--- src/rtl/dbg_pkg.sv ---
// dbg_pkg: shared definitions for the debug-access unit.
//   - opcode encodings carried on i_cmd_op
//   - controller state encoding
//   - default widths and halt timeout
//   - helper to classify ops that need the core stopped
package dbg_pkg;

  localparam int XLEN_DEF         = 64;
  localparam int PC_W_DEF         = 32;
  localparam int HALT_TIMEOUT_DEF = 16;

  localparam logic [2:0] OP_NOP    = 3'd0;
  localparam logic [2:0] OP_RD_REG = 3'd1;
  localparam logic [2:0] OP_WR_REG = 3'd2;
  localparam logic [2:0] OP_RD_PC  = 3'd3;
  localparam logic [2:0] OP_WR_PC  = 3'd4;
  localparam logic [2:0] OP_HALT   = 3'd5;
  localparam logic [2:0] OP_RESUME = 3'd6;
  localparam logic [2:0] OP_RSV    = 3'd7;

  typedef enum logic [1:0] {
    ST_IDLE      = 2'd0,
    ST_WAIT_HALT = 2'd1,
    ST_ACCESS    = 2'd2,
    ST_RESP      = 2'd3
  } dbg_state_e;

  // Ops that touch core state and therefore need the core stopped first.
  function automatic logic is_halting_op(input logic [2:0] op);
    return (op == OP_RD_REG) || (op == OP_WR_REG) || (op == OP_RD_PC) ||
           (op == OP_WR_PC)  || (op == OP_HALT);
  endfunction

endpackage

--- src/rtl/dbg_timeout_ctr.sv ---
// dbg_timeout_ctr: halt-wait timer, a down-counter with terminal-count compare.
//   i_clk       system clock
//   i_reset     synchronous active-high reset (counter -> 0)
//   i_load      restart the timer (loads HALT_TIMEOUT-1)
//   i_en        count down one step this cycle
//   o_expired   counter sits at terminal count (0)
// Loading HALT_TIMEOUT-1 and expiring at 0 gives exactly HALT_TIMEOUT
// enabled cycles before o_expired is acted on.
module dbg_timeout_ctr import dbg_pkg::*; #(
  parameter int HALT_TIMEOUT = HALT_TIMEOUT_DEF
) (
  input  logic i_clk,
  input  logic i_reset,
  input  logic i_load,
  input  logic i_en,
  output logic o_expired
);

  localparam int CNT_W = (HALT_TIMEOUT > 1) ? $clog2(HALT_TIMEOUT) : 1;

  logic [CNT_W-1:0] r_cnt;

  always_ff @(posedge i_clk) begin
    if (i_reset) begin
      r_cnt <= '0;
    end else if (i_load) begin
      r_cnt <= CNT_W'(HALT_TIMEOUT - 1);
    end else if (i_en && (r_cnt != '0)) begin
      r_cnt <= r_cnt - 1'b1;
    end
  end

  assign o_expired = (r_cnt == '0);

endmodule

--- src/rtl/dbg_access_unit.sv ---
// dbg_access_unit: debug-access port for the sequential RISC-V core.
// A host sends one command at a time; the unit halts the core when needed,
// reads/writes the register file or PC, and returns one response.
//
// Ports:
//   i_clk, i_reset                  clock, synchronous active-high reset
//   i_cmd_valid/o_cmd_ready         command handshake
//   i_cmd_op/i_cmd_addr/i_cmd_wdata command fields
//   o_rsp_valid/i_rsp_ready         response handshake
//   o_rsp_data/o_rsp_err            response payload
//   o_core_halt_req/i_core_halted   halt request / core stopped
//   o_rf_raddr/i_rf_rdata           combinational register-file debug read
//   o_rf_we/o_rf_waddr/o_rf_wdata   register-file debug write
//   i_pc_rdata                      current PC
//   o_pc_we/o_pc_wdata              PC load
//
// state      | meaning
// -----------+-------------------------------------------------------------
// IDLE       | ready for a command; halt_req follows sticky_halt
// WAIT_HALT  | halt_req asserted, waiting for core_halted or timeout
// ACCESS     | single cycle: register/PC access strobes are live
// RESP       | response held until the host takes it
module dbg_access_unit import dbg_pkg::*; #(
  parameter int XLEN         = XLEN_DEF,
  parameter int PC_W         = PC_W_DEF,
  parameter int HALT_TIMEOUT = HALT_TIMEOUT_DEF
) (
  input  logic            i_clk,
  input  logic            i_reset,
  input  logic            i_cmd_valid,
  output logic            o_cmd_ready,
  input  logic [2:0]      i_cmd_op,
  input  logic [4:0]      i_cmd_addr,
  input  logic [XLEN-1:0] i_cmd_wdata,
  output logic            o_rsp_valid,
  input  logic            i_rsp_ready,
  output logic [XLEN-1:0] o_rsp_data,
  output logic            o_rsp_err,
  output logic            o_core_halt_req,
  input  logic            i_core_halted,
  output logic [4:0]      o_rf_raddr,
  input  logic [XLEN-1:0] i_rf_rdata,
  output logic            o_rf_we,
  output logic [4:0]      o_rf_waddr,
  output logic [XLEN-1:0] o_rf_wdata,
  input  logic [PC_W-1:0] i_pc_rdata,
  output logic            o_pc_we,
  output logic [PC_W-1:0] o_pc_wdata
);

  dbg_state_e      r_state;
  logic [2:0]      r_op;
  logic [4:0]      r_addr;
  logic [XLEN-1:0] r_wdata;
  logic            r_sticky_halt;

  logic            r_rsp_valid;
  logic [XLEN-1:0] r_rsp_data;
  logic            r_rsp_err;
  logic            r_halt_req;
  logic [4:0]      r_rf_raddr;
  logic            r_rf_we;
  logic [4:0]      r_rf_waddr;
  logic [XLEN-1:0] r_rf_wdata;
  logic            r_pc_we;
  logic [PC_W-1:0] r_pc_wdata;

  logic            w_cmd_fire;
  logic            w_tmo_en;
  logic            w_tmo_expired;

  assign w_cmd_fire = i_cmd_valid && (r_state == ST_IDLE);
  assign w_tmo_en   = (r_state == ST_WAIT_HALT) && !i_core_halted;

  dbg_timeout_ctr #(
    .HALT_TIMEOUT (HALT_TIMEOUT)
  ) u_timeout (
    .i_clk     (i_clk),
    .i_reset   (i_reset),
    .i_load    (w_cmd_fire),
    .i_en      (w_tmo_en),
    .o_expired (w_tmo_expired)
  );

  always_ff @(posedge i_clk) begin
    if (i_reset) begin
      r_state       <= ST_IDLE;
      r_op          <= OP_NOP;
      r_addr        <= '0;
      r_wdata       <= '0;
      r_sticky_halt <= 1'b0;
      r_rsp_valid   <= 1'b0;
      r_rsp_data    <= '0;
      r_rsp_err     <= 1'b0;
      r_halt_req    <= 1'b0;
      r_rf_raddr    <= '0;
      r_rf_we       <= 1'b0;
      r_rf_waddr    <= '0;
      r_rf_wdata    <= '0;
      r_pc_we       <= 1'b0;
      r_pc_wdata    <= '0;
    end else begin
      case (r_state)
        ST_IDLE: begin
          if (i_cmd_valid) begin
            r_op       <= i_cmd_op;
            r_addr     <= i_cmd_addr;
            r_wdata    <= i_cmd_wdata;
            r_rsp_data <= '0;
            r_rsp_err  <= (i_cmd_op == OP_RSV);
            if (is_halting_op(i_cmd_op)) begin
              r_halt_req <= 1'b1;
              r_state    <= ST_WAIT_HALT;
            end else begin
              r_rsp_valid <= 1'b1;
              r_state     <= ST_RESP;
              // RESUME releases the core right away, not at response accept.
              if (i_cmd_op == OP_RESUME) begin
                r_sticky_halt <= 1'b0;
                r_halt_req    <= 1'b0;
              end
            end
          end
        end

        ST_WAIT_HALT: begin
          // A halted core wins over a timeout landing on the same cycle.
          if (i_core_halted) begin
            r_state    <= ST_ACCESS;
            r_rf_raddr <= (r_op == OP_RD_REG) ? r_addr : 5'd0;
            r_rf_we    <= (r_op == OP_WR_REG) && (r_addr != 5'd0);
            r_pc_we    <= (r_op == OP_WR_PC);
            if (r_op == OP_WR_REG) begin
              r_rf_waddr <= r_addr;
              r_rf_wdata <= r_wdata;
            end
            if (r_op == OP_WR_PC) begin
              r_pc_wdata <= r_wdata[PC_W-1:0];
            end
          end else if (w_tmo_expired) begin
            r_rsp_err   <= 1'b1;
            r_rsp_valid <= 1'b1;
            r_state     <= ST_RESP;
          end
        end

        ST_ACCESS: begin
          r_rf_we    <= 1'b0;
          r_pc_we    <= 1'b0;
          r_rf_raddr <= 5'd0;
          case (r_op)
            OP_RD_REG: r_rsp_data <= (r_addr == 5'd0) ? '0 : i_rf_rdata;
            OP_RD_PC:  r_rsp_data <= {{(XLEN-PC_W){1'b0}}, i_pc_rdata};
            OP_HALT:   r_sticky_halt <= 1'b1;
            default:   ;
          endcase
          r_rsp_valid <= 1'b1;
          r_state     <= ST_RESP;
        end

        ST_RESP: begin
          if (i_rsp_ready) begin
            r_rsp_valid <= 1'b0;
            r_halt_req  <= r_sticky_halt;
            r_state     <= ST_IDLE;
          end
        end

        default: r_state <= ST_IDLE;
      endcase
    end
  end

  assign o_cmd_ready     = (r_state == ST_IDLE);
  assign o_rsp_valid     = r_rsp_valid;
  assign o_rsp_data      = r_rsp_data;
  assign o_rsp_err       = r_rsp_err;
  assign o_core_halt_req = r_halt_req;
  assign o_rf_raddr      = r_rf_raddr;
  assign o_rf_we         = r_rf_we;
  assign o_rf_waddr      = r_rf_waddr;
  assign o_rf_wdata      = r_rf_wdata;
  assign o_pc_we         = r_pc_we;
  assign o_pc_wdata      = r_pc_wdata;

endmodule

--- config.mk ---
export PLATFORM = sky130hd
export DESIGN_NAME = dbg_access_unit
export DESIGN_NICKNAME = d
export VERILOG_FILES = /design/src/rtl/dbg_pkg.sv /design/src/rtl/dbg_timeout_ctr.sv /design/src/rtl/dbg_access_unit.sv
export SDC_FILE = /design/constraint.sdc
export NUM_CORES = 1
export LEC_CHECK = 0
export CAP_MARGIN = 10
export CORE_MARGIN = 2
export CORE_UTILIZATION = 47
export DETAILED_ROUTE_END_ITERATION = 10
export PLACE_DENSITY = 0.82
export RECOVER_POWER = 100
export SETUP_SLACK_MARGIN = 0.15
export SLEW_MARGIN = 10
export SYNTH_ARGS = -nofsm -noshare
export SYNTH_HDL_FRONTEND = slang
export SYNTH_SLANG_ARGS = --single-unit
--- constraint.sdc ---
create_clock -name i_clk -period 5.4 [get_ports i_clk]
set_input_delay 1.08 -clock i_clk [delete_from_list [all_inputs] [get_ports i_clk]]
set_output_delay 1.08 -clock i_clk [all_outputs]
set_load 0.02 [all_outputs]
After elaboration in Yosys (flattened, before gate mapping)
Cells that the tools add are included.
{"block": "totals", "out_inout_bits": 176, "wordCells": 108, "in_bits": 173, "reg_bits": 254}
{"block": "classes", "n_addsub": 1, "eq_ne": 26, "reduce_logical": 29, "mux": 36}
{"operator": "64-bit case mux with 2 select lines", "count": 2}
{"operator": "64-bit two-way mux", "count": 2}
{"operator": "3-bit == test, second input constant", "count": 6}
{"operator": "1-bit two-way mux", "count": 15}
{"operator": "3-bit by 2-bit == test with 1-bit output, second input constant", "count": 4}
{"operator": "3-bit AND reduction", "count": 4}
{"operator": "2-bit two-way mux", "count": 5}
{"operator": "5-bit two-way mux", "count": 2}
{"operator": "2-bit != test, second input constant", "count": 5}
{"operator": "1-bit case mux with 2 select lines", "count": 5}
{"operator": "5-bit case mux with 2 select lines", "count": 1}
{"operator": "5-bit AND reduction", "count": 2}
{"operator": "2-bit nonzero test", "count": 5}
{"operator": "4-bit two-way mux", "count": 2}
{"operator": "2-bit case mux with 4 select lines", "count": 1}
{"operator": "4-bit AND reduction", "count": 2}
{"operator": "3-bit by 1-bit == test with 1-bit output, second input constant", "count": 2}
{"operator": "2-bit by 1-bit != test with 1-bit output, second input constant", "count": 3}
{"operator": "5-bit zero test", "count": 1}
{"operator": "5-bit nonzero test", "count": 1}
{"operator": "2-bit == test, second input constant", "count": 2}
{"operator": "1-bit logical AND", "count": 4}
{"operator": "4-bit zero test", "count": 1}
{"operator": "1-bit logical OR", "count": 4}
{"operator": "10 further kinds", "count": 11}

Logic depth before layout (Yosys ltp)
Gate-level depths: netlist (run 1).
{"block": "logic_depth", "word_depth": 8, "ltp_mapped": 9, "depth_no_buf": 6}

Hierarchy
A second synthesis (run 1) with hierarchy kept.
{"block": "unflattened", "cells_unflattened": 1094, "hier_area_um2": 9419.0}
{"module": "dbg_access_unit", "area_per_inst_um2": 9207.6, "seq_area_each_um2": 5004.8, "cells_each": 1070, "instances": 1}
{"module": "dbg_timeout_ctr", "area_per_inst_um2": 211.5, "seq_area_each_um2": 80.1, "cells_each": 24, "instances": 1}

Worst setup path before layout (run 1)
No wires, ideal clock.
{"block": "synth_path", "kind": "input to register", "startpoint": "in i_core_halted", "endpoint": "reg r_pc_wdata[10] (netlist: o_pc_wdata[10])", "stages": 6, "slack_ps": 3088, "n_path_buf": 2, "arrival_time_ps": 2180, "setup_ps": 132, "t_required_ps": 5268, "path_cell_list": "nand2_2 or4b_2 buf_2 buf_6 nand2_1 a21oi_1"}
{"block": "synth_via", "elab_chain_cells": 1}
{"item": "start, declared", "line_no": "dbg_access_unit.sv:40", "rtl": "input logic i_core_halted,"}
{"item": "3-bit AND reduction (no line)"}
{"item": "end signal, assigned", "line_no": "dbg_access_unit.sv:138", "rtl": "r_pc_wdata <= r_wdata[PC_W-1:0];"}
{"item": "end, declared", "line_no": "dbg_access_unit.sv:66", "rtl": "logic [PC_W-1:0] r_pc_wdata;"}
No other way between the ends.
A chain may end at the register's enable or synchronous reset.

Worst setup path after layout (run 1)
{"block": "layout_path", "startpoint": "in i_cmd_valid", "endpoint": "reg r_wdata[15]"}
{"block": "layout_via", "elab_chain_cells": 1}
{"item": "start, declared", "line_no": "dbg_access_unit.sv:30", "rtl": "input logic i_cmd_valid,"}
{"item": "2-bit AND reduction (no line)"}
{"item": "end signal, assigned", "line_no": "dbg_access_unit.sv:108", "rtl": "r_wdata <= i_cmd_wdata;"}
{"item": "end, declared", "line_no": "dbg_access_unit.sv:54", "rtl": "logic [XLEN-1:0] r_wdata;"}
No other way between the ends.

==> impl_metrics.py, run 1 <==
metrics = {
    "global_routing": {
        "gr-usage-met2": 0.432,
        "grtUsageMet1": 0.297,
        "antenna_found_initial": 1,
        "grt_pass1_wl_mm": 42.2,
        "busiest_layer": "met2",
        "grt_pass1_vias": 8496,
        "overflow": 0,
        "met3_usage": 0.0639,
        "grt_usage": 0.251,
        "grt_start_max_net_pins": 125,
    },
    "critical_path": {
        "cp_data_arrival_time_ns": 4.49,
        "start_kind": "input pin",
        "critPathMaxFanout": 48,
        "reg2reg_setup_slack_ns": 1.66,
        "r2r_start": "r_state[0]",
        "regToRegEndpoint": "r_wdata[15]",
        "critPathCaptureType": "flip-flop",
        "worstSetupPathType": "input pin to flip-flop",
        "critPathRequiredTime_ns": 5.83,
        "worstRegToRegCells": 6,
    },
    "timing": {
        "rsz0062_at_grt": "false",
        "hold_viol_final": 0,
        "fin_ws_ns": 1.34,
        "slew_violations": 119,
        "finalSetupTns_ns": 0,
        "slew_headroom": -0.154,
        "hold_slack_ns": 0.450,
        "finalSetupViolations": 0,
        "skew_ns": 0.00853,
        "period_share": 0.752,
        "period_minus_slack_ns": 4.06,
        "fmax_ghz": 0.246,
        "worst_pin_slew_ns": 1.73,
    },
    "layout": {
        "fin_util": 0.702,
        "instances_no_fill": 1669,
        "final_nets": 1560,
        "area_delta_synth_final_pct": 47.5,
        "layout-drive-gt1-share": 0.0456,
    },
    "clock_network": {
        "cts_max_path_buffers": 3,
        "cts.sinks": 254,
        "post_cts_buffers": 0,
        "cts-root-buf": "clkbuf_16",
        "post_cts_resized": 0,
        "path_clk_slew_ns": 0.06,
        "clk-insertion-delay-late_ns": 0.52,
        "cts_tree": "yes",
        "cts-hold-fix-buffers": 0,
        "htree_levels": 1,
        "numCtsBuffers": 27,
    },
    "logic_synthesis": {
        "yosysUniqueCellTypes": 49,
        "synthFlopType": "dfxtp_1",
        "seq_area_frac_synth": 0.551,
        "yosys-top-cells-area": "dfxtp_1 (55%), nand2_1 (14%), a21oi_1 (9.8%)",
        "yosysTopAreaCellShare": 0.551,
        "yosys.cell_count.top_type": "nand2_1",
        "syn_area_per_cell_um2": 8.52,
        "yosysTopAreaCell": "dfxtp_1",
        "synth_common_cells": "nand2_1 (351), dfxtp_1 (254), a21oi_1 (181)",
        "ys.warnings.count": 0,
        "synth_area_um2": 9240,
        "synth_cells": 1084,
        "synth-seq-cells": 254,
        "synth-edff-count": 0,
        "async_reset_ff_frac": 0,
        "synth_nets": 1262,
    },
    "floorplan": {
        "die_h_um": 144,
        "fp-row-count": 51,
        "die_x_um": 144,
        "placeableCoreArea_um2": 19400,
        "dieArea_um2": 20800,
        "start_util": 0.476,
        "num_io_pins": 349,
    },
    "hold_path": {
        "hp-class": "flip-flop to flip-flop",
        "whs_path_depth": 2,
        "holdPathEnd": "o_rf_wdata[38]",
        "hold_start": "r_wdata[38]",
    },
    "pwr": {
        "ir_drop_v": 0.000269,
        "p_per_area_nw_per_um2": 360,
        "leakage_uw": 0.00529,
    },
    "route": {
        "drtIter0Drc": 499,
        "antenna_left": 0,
        "num_vias": 8862,
        "routed_via_density": 5.31,
        "dr.pass1.iters": 5,
        "drc": 0,
        "wl_per_cell_um": 16.5,
        "wirelength_mm": 27.5,
    },
    "run_status": {
        "status": "finished with violations",
        "failed_checks": "max-capacitance violations, max-slew violations",
    },
    "place": {
        "dp_hpwl_mm": 18.0,
        "port_buffers": 348,
        "post-place-ws_ns": 2.15,
        "placed_cells": 1618,
        "gp_congestion": 0.853,
    },
    "job": {
        "drv_cap": 2,
    },
}
[worst max-delay path by stage]
stage / to / cells past startpoint / start
after floorplan: o_pc_wdata[10] / 6 / i_core_halted
after global placement: o_pc_wdata[18] / 5 / i_core_halted
after detailed placement: r_wdata[35] / 5 / i_cmd_valid
after CTS: o_cmd_ready / 3 / r_state[0]
after global routing: r_wdata[15] / 5 / i_cmd_valid
final: r_wdata[15] / 5 / i_cmd_valid
[critical path: stages]
cell and delay (ns):
dlygate4sd3_1 0.60, nand2_1 1.25, clkbuf_1 1.13, nand2_1 0.19
a21oi_1 0.22
[flip-flops by register name, summed over array words and instances (netlist names)]
| register | flops |
|---|---|
| o_rsp_valid | 1 |
| o_pc_wdata | 32 |
| o_rf_we | 1 |
| r_wdata | 64 |
| r_op | 3 |
| o_rsp_err | 1 |
| o_pc_we | 1 |
| r_addr | 5 |
| o_rf_wdata | 64 |
| o_rf_waddr | 5 |
| u_timeout.r_cnt | 4 |
| o_core_halt_req | 1 |
| o_rsp_data | 64 |
| r_state | 2 |
| o_rf_raddr | 5 |
| r_sticky_halt | 1 |
[cells by family (layout without fill, tap and decap cells)]
group                      Yosys count  count (layout)  share of synthesized area
xor gates and xnor gates             2               2                    0.00190
adders and majority gates            5               5                    0.00677
buffers and inverters               96             414                     0.0497
other                                0               2                          0
AOI/OAI and AO/OA                  303             303                      0.206
DFF                                254             254                      0.551
and+or+nand+nor                    423             423                      0.183
muxes                                1               1                    0.00108
[per-layer routing]
metal,up-vias,part of all wire
li1,4296,-
met1,4133,0.39
met2,369,0.49
met3,64,0.083
met4,0,0.039
met5,-,0
[metrics by stage]
stage          instance area, µm²  total power (µW)
3_3_place_gp                12700              3060
6_report                    13600              4900
5_1_grt                     13600              5110
3_5_place_dp                12700              3080
4_1_cts                     13600              4940
2_1_floorplan                9240              2770
[power by group]
group / internal (µW) / switching [µW] / total [µW]
combinational: 345 / 604 / 949
clock: 1130 / 733 / 1870
sequential: 2000 / 86.6 / 2080
[cells in the final DEF (no fill, tap or decap), types with 2 or more instances in the layout]
| master | Yosys | routed |
|---|---|---|
| or4_1 | 3 | 2 |
| dfxtp_1 | 254 | 254 |
| a21o_1 | 2 | 2 |
| dlygate4sd3_1 | 0 | 179 |
| a31oi_1 | 2 | 2 |
| nand4b_1 | 2 | 2 |
| o21ai_0 | 3 | 3 |
| nor2b_1 | 3 | 3 |
| inv_1 | 5 | 5 |
| bufinv_16 | 0 | 3 |
| diode_2 | 0 | 2 |
| nor2_1 | 43 | 42 |
| nor3_1 | 2 | 2 |
| nand3_1 | 5 | 5 |
| clkinv_2 | 0 | 5 |
| inv_2 | 2 | 2 |
| o2bb2ai_1 | 32 | 32 |
| clkbuf_16 | 0 | 27 |
| clkdlybuf4s50_1 | 0 | 168 |
| nand2_1 | 351 | 352 |
| clkbuf_1 | 56 | 9 |
| ha_1 | 5 | 5 |
| buf_4 | 2 | 7 |
| a32oi_1 | 33 | 33 |
| a311oi_1 | 2 | 2 |
| a22oi_1 | 39 | 39 |
| a21oi_1 | 181 | 181 |
| clkbuf_8 | 0 | 5 |
[final cells by class]
class | count | area (µm²)
Clock buffer | 39 | 771
Inverter | 7 | 26.3
Multi-Input combinational cell | 734 | 3720
Clock inverter | 10 | 133
Timing Repair Buffer | 358 | 3550
Antenna cell | 2 | 5.00
Tap cell | 265 | 332
Fill cell | 1562 | 5780
Sequential cell | 254 | 5080
(Power assumes the default switching activity.)
==> inputs of run 2 (changes only) <==
Settings changed: CORE_UTILIZATION 47 to 44, PLACE_DENSITY 0.82 to 0.77.
Clock period 5.4 ns to 3.8 ns, I/O delays scaled along.
==> run 2 against run 1 <==
Compared with the run above: the flow still finishes with violations (max-capacitance violations, max-slew violations); register-to-register slack got worse by 0.80 ns; global-route usage fell by 0.94 points; die area rose by 6.6%; routed wire length rose by 1.2%; power rose by 43%; final cell count rose by 0.30%; design area rose by 0.34%; core utilization fell by 3.3 points; clock skew rose by 0.0055 ns; critical path depth rose by 1; critical endpoint is now o_rf_wdata[22]; highest routed layer is now met5.
==> impl_metrics.py, run 2 (synthesis results as in run 1) <==
metrics = {
    "timing": {
        "rsz0062_at_grt": "false",
        "period_minus_slack_ns": 3.06,
        "skew_ns": 0.0140,
        "hold_slack_ns": 0.447,
        "finalSetupTns_ns": 0,
        "worst_pin_slew_ns": 1.56,
        "hold_viol_final": 0,
        "period_share": 0.804,
        "slew_headroom": -0.0410,
        "fmax_ghz": 0.327,
        "finalSetupViolations": 0,
        "slew_violations": 70,
    },
    "route": {
        "wirelength_mm": 27.9,
        "drtIter0Drc": 410,
        "routed_via_density": 5.28,
        "drc": 0,
        "wl_per_cell_um": 16.6,
        "antenna_left": 0,
        "num_vias": 8847,
        "dr.pass1.iters": 4,
    },
    "pwr": {
        "ir_drop_v": 0.000313,
        "p_comb_frac": 0.196,
        "power_switching_uw": 2010,
        "pwr-share-clk": 0.380,
        "power_frac_seq": 0.423,
        "p_per_area_nw_per_um2": 512,
        "intPower_uw": 4980,
        "swShare": 0.288,
        "leakage_uw": 0.00532,
    },
    "global_routing": {
        "grt_usage": 0.241,
        "grt_pass1_wl_mm": 43.6,
        "met3_usage": 0.0673,
        "gr-usage-met2": 0.416,
        "grtUsageMet1": 0.290,
        "grt_pass1_vias": 8610,
        "grt_start_max_net_pins": 99,
        "overflow": 0,
        "busiest_layer": "met2",
        "antenna_found_initial": 2,
    },
    "clock_network": {
        "cts-root-buf": "clkbuf_16",
        "htree_levels": 1,
        "post_cts_buffers": 0,
        "cts_max_path_buffers": 3,
        "post_cts_resized": 0,
        "cts_tree": "yes",
        "path_clk_slew_ns": 0.06,
        "numCtsBuffers": 26,
        "clk-insertion-delay-late_ns": 0.51,
        "cts.sinks": 254,
        "cts-hold-fix-buffers": 0,
    },
    "floorplan": {
        "dieArea_um2": 22200,
        "placeableCoreArea_um2": 20400,
        "die_h_um": 149,
        "fp-row-count": 52,
        "die_x_um": 149,
        "num_io_pins": 349,
        "start_util": 0.452,
    },
    "hold_path": {
        "hp-class": "flip-flop to flip-flop",
    },
    "layout": {
        "layout-drive-gt1-share": 0.0470,
        "final_nets": 1562,
        "area_delta_synth_final_pct": 48.0,
        "most-common-layout-cells": "nand2_1 (352), dfxtp_1 (254), a21oi_1 (181)",
        "instances_no_fill": 1674,
        "layout_commonest_cell": "nand2_1",
        "num-fill-cells": 1735,
    },
    "place": {
        "gp_congestion": 0.814,
        "placed_cells": 1626,
        "port_buffers": 348,
        "dp_hpwl_mm": 18.6,
    },
    "critical_path": {
        "critPathRequiredTime_ns": 4.14,
        "worstSetupStartpoint": "i_core_halted",
        "start_kind": "input pin",
        "r2r_start": "r_state[0]",
        "endpoint": "o_rf_wdata[22]",
        "reg2reg_setup_slack_ns": 0.86,
        "worstRegToRegCells": 7,
        "cp_data_arrival_time_ns": 3.40,
        "critPathMaxFanout": 69,
        "critPathCaptureType": "flip-flop",
        "regToRegEndpoint": "o_rsp_data[36]",
        "worstSetupPathType": "input pin to flip-flop",
    },
    "run_status": {
        "failed_checks": "max-capacitance violations, max-slew violations",
        "status": "finished with violations",
    },
    "job": {
        "drv_cap": 1,
    },
}
## run 2: cell count changes in the layout (fill, tap and decap cells not counted), sizes merged, moves of 2 or more
| cell | before | now |
|---|---|---|
| buf | 8 | 12 |
| dlygate4sd3 | 179 | 177 |
| clkinv | 6 | 3 |
| clkdlybuf4s50 | 168 | 170 |
## run 2: final cells by class
type | count | area, µm² | share of cell area
diodes | 1 | 2.50 | 0.000183
well taps | 270 | 338 | 0.0247
multi-input cells | 734 | 3720 | 0.272
clock buffers | 41 | 798 | 0.0584
flip-flops and latches | 254 | 5080 | 0.372
inverters | 7 | 26.3 | 0.00192
clock inverters | 6 | 109 | 0.00797
repair buffers | 361 | 3590 | 0.263
## run 2: power by group through the flow
stage | Sequential (µW) | Clock (µW) | Combinational, µW
2_1_floorplan | 3020 | 0 | 917
3_3_place_gp | 3010 | 0 | 1370
3_5_place_dp | 3020 | 0 | 1390
4_1_cts | 2960 | 2700 | 1400
5_1_grt | 2980 | 2810 | 1510
6_report | 2960 | 2660 | 1370
## run 2: critical path: stages
cell,delay (ns)
dlygate4sd3_1,0.57
nand2_1,0.21
or4_2,0.58
clkbuf_2,0.83
nand2_1,0.32
a21oi_1,0.10
## run 2: worst min path at each step
stage / slack, ns / startpoint / cells past startpoint / endpoint
3_5_place_dp: 0.44 / r_wdata[39] / 2 / o_rf_wdata[39]
6_report: 0.45 / r_wdata[48] / 2 / o_rf_wdata[48]
2_1_floorplan: 0.43 / r_wdata[57] / 2 / o_rf_wdata[57]
3_3_place_gp: 0.44 / r_wdata[47] / 2 / o_rf_wdata[47]
4_1_cts: 0.45 / r_wdata[39] / 2 / o_rf_wdata[39]
5_1_grt: 0.47 / r_wdata[43] / 2 / o_rf_wdata[43]
## run 2: stage by stage
stage                     setup slack, ns  instance area, µm²  power, µW   util
final                               0.745               13700       6990  0.669
after global routing                0.564               13700       7300  0.669
after CTS                           0.908               13700       7060  0.669
after detailed placement            0.879               12800       4400  0.625
after global placement              0.920               12800       4380  0.625
after floorplan                      1.79                9240       3930      -
## run 2: metal layers
layer	share of wire	routed length [µm]
met4	0.034	958
met5	0.00057	16
met3	0.086	2400
met1	0.39	10900
met2	0.49	13600
==> inputs of run 3 (changes only) <==
Settings changed: CORE_UTILIZATION 44 to 40, PLACE_DENSITY 0.77 to 0.74.
Clock period 3.8 ns to 2.7 ns, I/O delays scaled along.
==> run 3 against run 2 <==
Compared with the run above: the run now ends clean; non-clock buffer count up 7; worst setup slack lost 0.44 ns; combinational power rose by 49%; critical path type is now flip-flop to flip-flop; largest power group unchanged.
==> impl_metrics.py, run 3 (synthesis results as in run 1) <==
metrics = {
    "clock_network": {
        "cts-root-buf": "clkbuf_16",
        "post_cts_resized": 1,
        "cts-hold-fix-buffers": 0,
        "cts_max_path_buffers": 3,
        "post_cts_buffers": 0,
        "cts_tree": "yes",
        "path_clk_slew_ns": 0.06,
        "htree_levels": 1,
        "numCtsBuffers": 27,
        "cts.sinks": 254,
        "clk-insertion-delay-late_ns": 0.53,
    },
    "timing": {
        "rsz0062_at_grt": "false",
        "fmax_ghz": 0.417,
        "hold_slack_ns": 0.334,
        "finalSetupViolations": 0,
        "skew_ns": 0.0108,
        "slew_violations": 0,
        "fin_ws_ns": 0.300,
        "period_share": 0.889,
        "slew_headroom": 0.207,
        "period_minus_slack_ns": 2.40,
        "worst_pin_slew_ns": 1.19,
        "finalSetupTns_ns": 0,
        "hold_viol_final": 0,
    },
    "floorplan": {
        "die_h_um": 156,
        "num_io_pins": 349,
        "placeableCoreArea_um2": 22600,
        "die_x_um": 156,
        "dieArea_um2": 24300,
        "start_util": 0.408,
        "fp-row-count": 55,
    },
    "layout": {
        "num-fill-cells": 1930,
        "layout-drive-gt1-share": 0.0539,
        "area_delta_synth_final_pct": 49.3,
        "multi_input_area_um2": 3720,
        "most-common-layout-cells": "nand2_1 (352), dfxtp_1 (254), a21oi_1 (181)",
        "layout_commonest_cell": "nand2_1",
        "instances_no_fill": 1697,
        "final_nets": 1570,
        "seq_area_um2": 5080,
    },
    "place": {
        "port_buffers": 348,
        "post-place-ws_ns": 0.204,
        "placed_cells": 1648,
        "gp_congestion": 0.833,
        "dp_hpwl_mm": 18.4,
    },
    "route": {
        "routed_via_density": 5.23,
        "wl_per_cell_um": 16.5,
        "met3_length_mm": 2.28,
        "drc": 0,
        "wirelength_mm": 28.0,
        "antenna_left": 0,
        "wl_met1_mm": 11.2,
        "dr.pass1.iters": 5,
        "routed.top_layer": "met4",
        "wl_met2_mm": 13.6,
        "drtIter0Drc": 540,
        "num_vias": 8870,
    },
    "critical_path": {
        "worstSetupPathType": "flip-flop to flip-flop",
        "cp_data_arrival_time_ns": 2.86,
        "critPathCaptureType": "flip-flop",
        "critPathMaxFanout": 32,
        "start_kind": "flip-flop",
        "critPathRequiredTime_ns": 3.16,
    },
    "pwr": {
        "power_frac_seq": 0.420,
        "swShare": 0.294,
        "leakage_uw": 0.00537,
        "p_comb_frac": 0.206,
        "p_per_area_nw_per_um2": 720,
        "ir_drop_v": 0.000409,
        "intPower_uw": 7010,
        "pwr-share-clk": 0.374,
        "power_switching_uw": 2910,
    },
    "global_routing": {
        "grt_start_max_net_pins": 117,
        "grt_pass1_wl_mm": 43.3,
        "overflow": 0,
        "grt_pass1_vias": 8324,
        "antenna_found_initial": 2,
        "grt_usage": 0.219,
    },
    "run_status": {
        "status": "finished clean",
    },
    "hold_path": {
        "hp-class": "input pin to flip-flop",
    },
    "job": {
        "drv_cap": 0,
    },
}
## run 3: cell type report
| cell class | instances | share of cell area |
|---|---|---|
| Clock inverter | 7 | 0.00690 |
| Multi-Input combinational cell | 734 | 0.270 |
| Tap cell | 285 | 0.0259 |
| Clock buffer | 40 | 0.0584 |
| Inverter | 7 | 0.00191 |
| Antenna cell | 2 | 0.000363 |
| Timing Repair Buffer | 368 | 0.268 |
| Sequential cell | 254 | 0.369 |
## run 3: metal layers
metal  vias up  GRT usage
li1       4320          -
met1      4154      0.268
met2       330      0.369
met3        66     0.0619
met4         0     0.0804
met5         -          0
## run 3: power groups by stage
stage | sequential (µW) | clock (µW) | combinational, µW
floorplan | 4240 | 0 | 1290
global placement | 4240 | 0 | 2060
detailed placement | 4250 | 0 | 2080
CTS | 4170 | 3790 | 2080
global route | 4200 | 3960 | 2230
finish | 4170 | 3710 | 2040
## run 3: per-stage QoR
stage	power, µW	util	instance area [µm²]
final	9920	0.609	13800
after global routing	10400	0.609	13800
after detailed placement	6320	0.570	12900
after global placement	6300	0.570	12900
after floorplan	5530	-	9240
after CTS	10000	0.610	13800
## run 3: critical path: stages, from the launching register on
cell and delay (ns):
dfxtp_1 0.54, or3b_1 0.49, nor3_4 0.92, a32oi_1 0.23, nor2_1 0.14
## run 3: final timing paths
path                                      from              to  slack [ns]  cells after the start
worst min register to register  o_rf_wdata[36]  o_rf_wdata[36]        0.45                      2
worst min-delay path                   i_reset  o_rsp_data[47]        0.33                      2
worst max-delay path                   r_op[0]  o_rsp_data[60]        0.30                      4
worst max register to register         r_op[0]  o_rsp_data[60]        0.30                      4
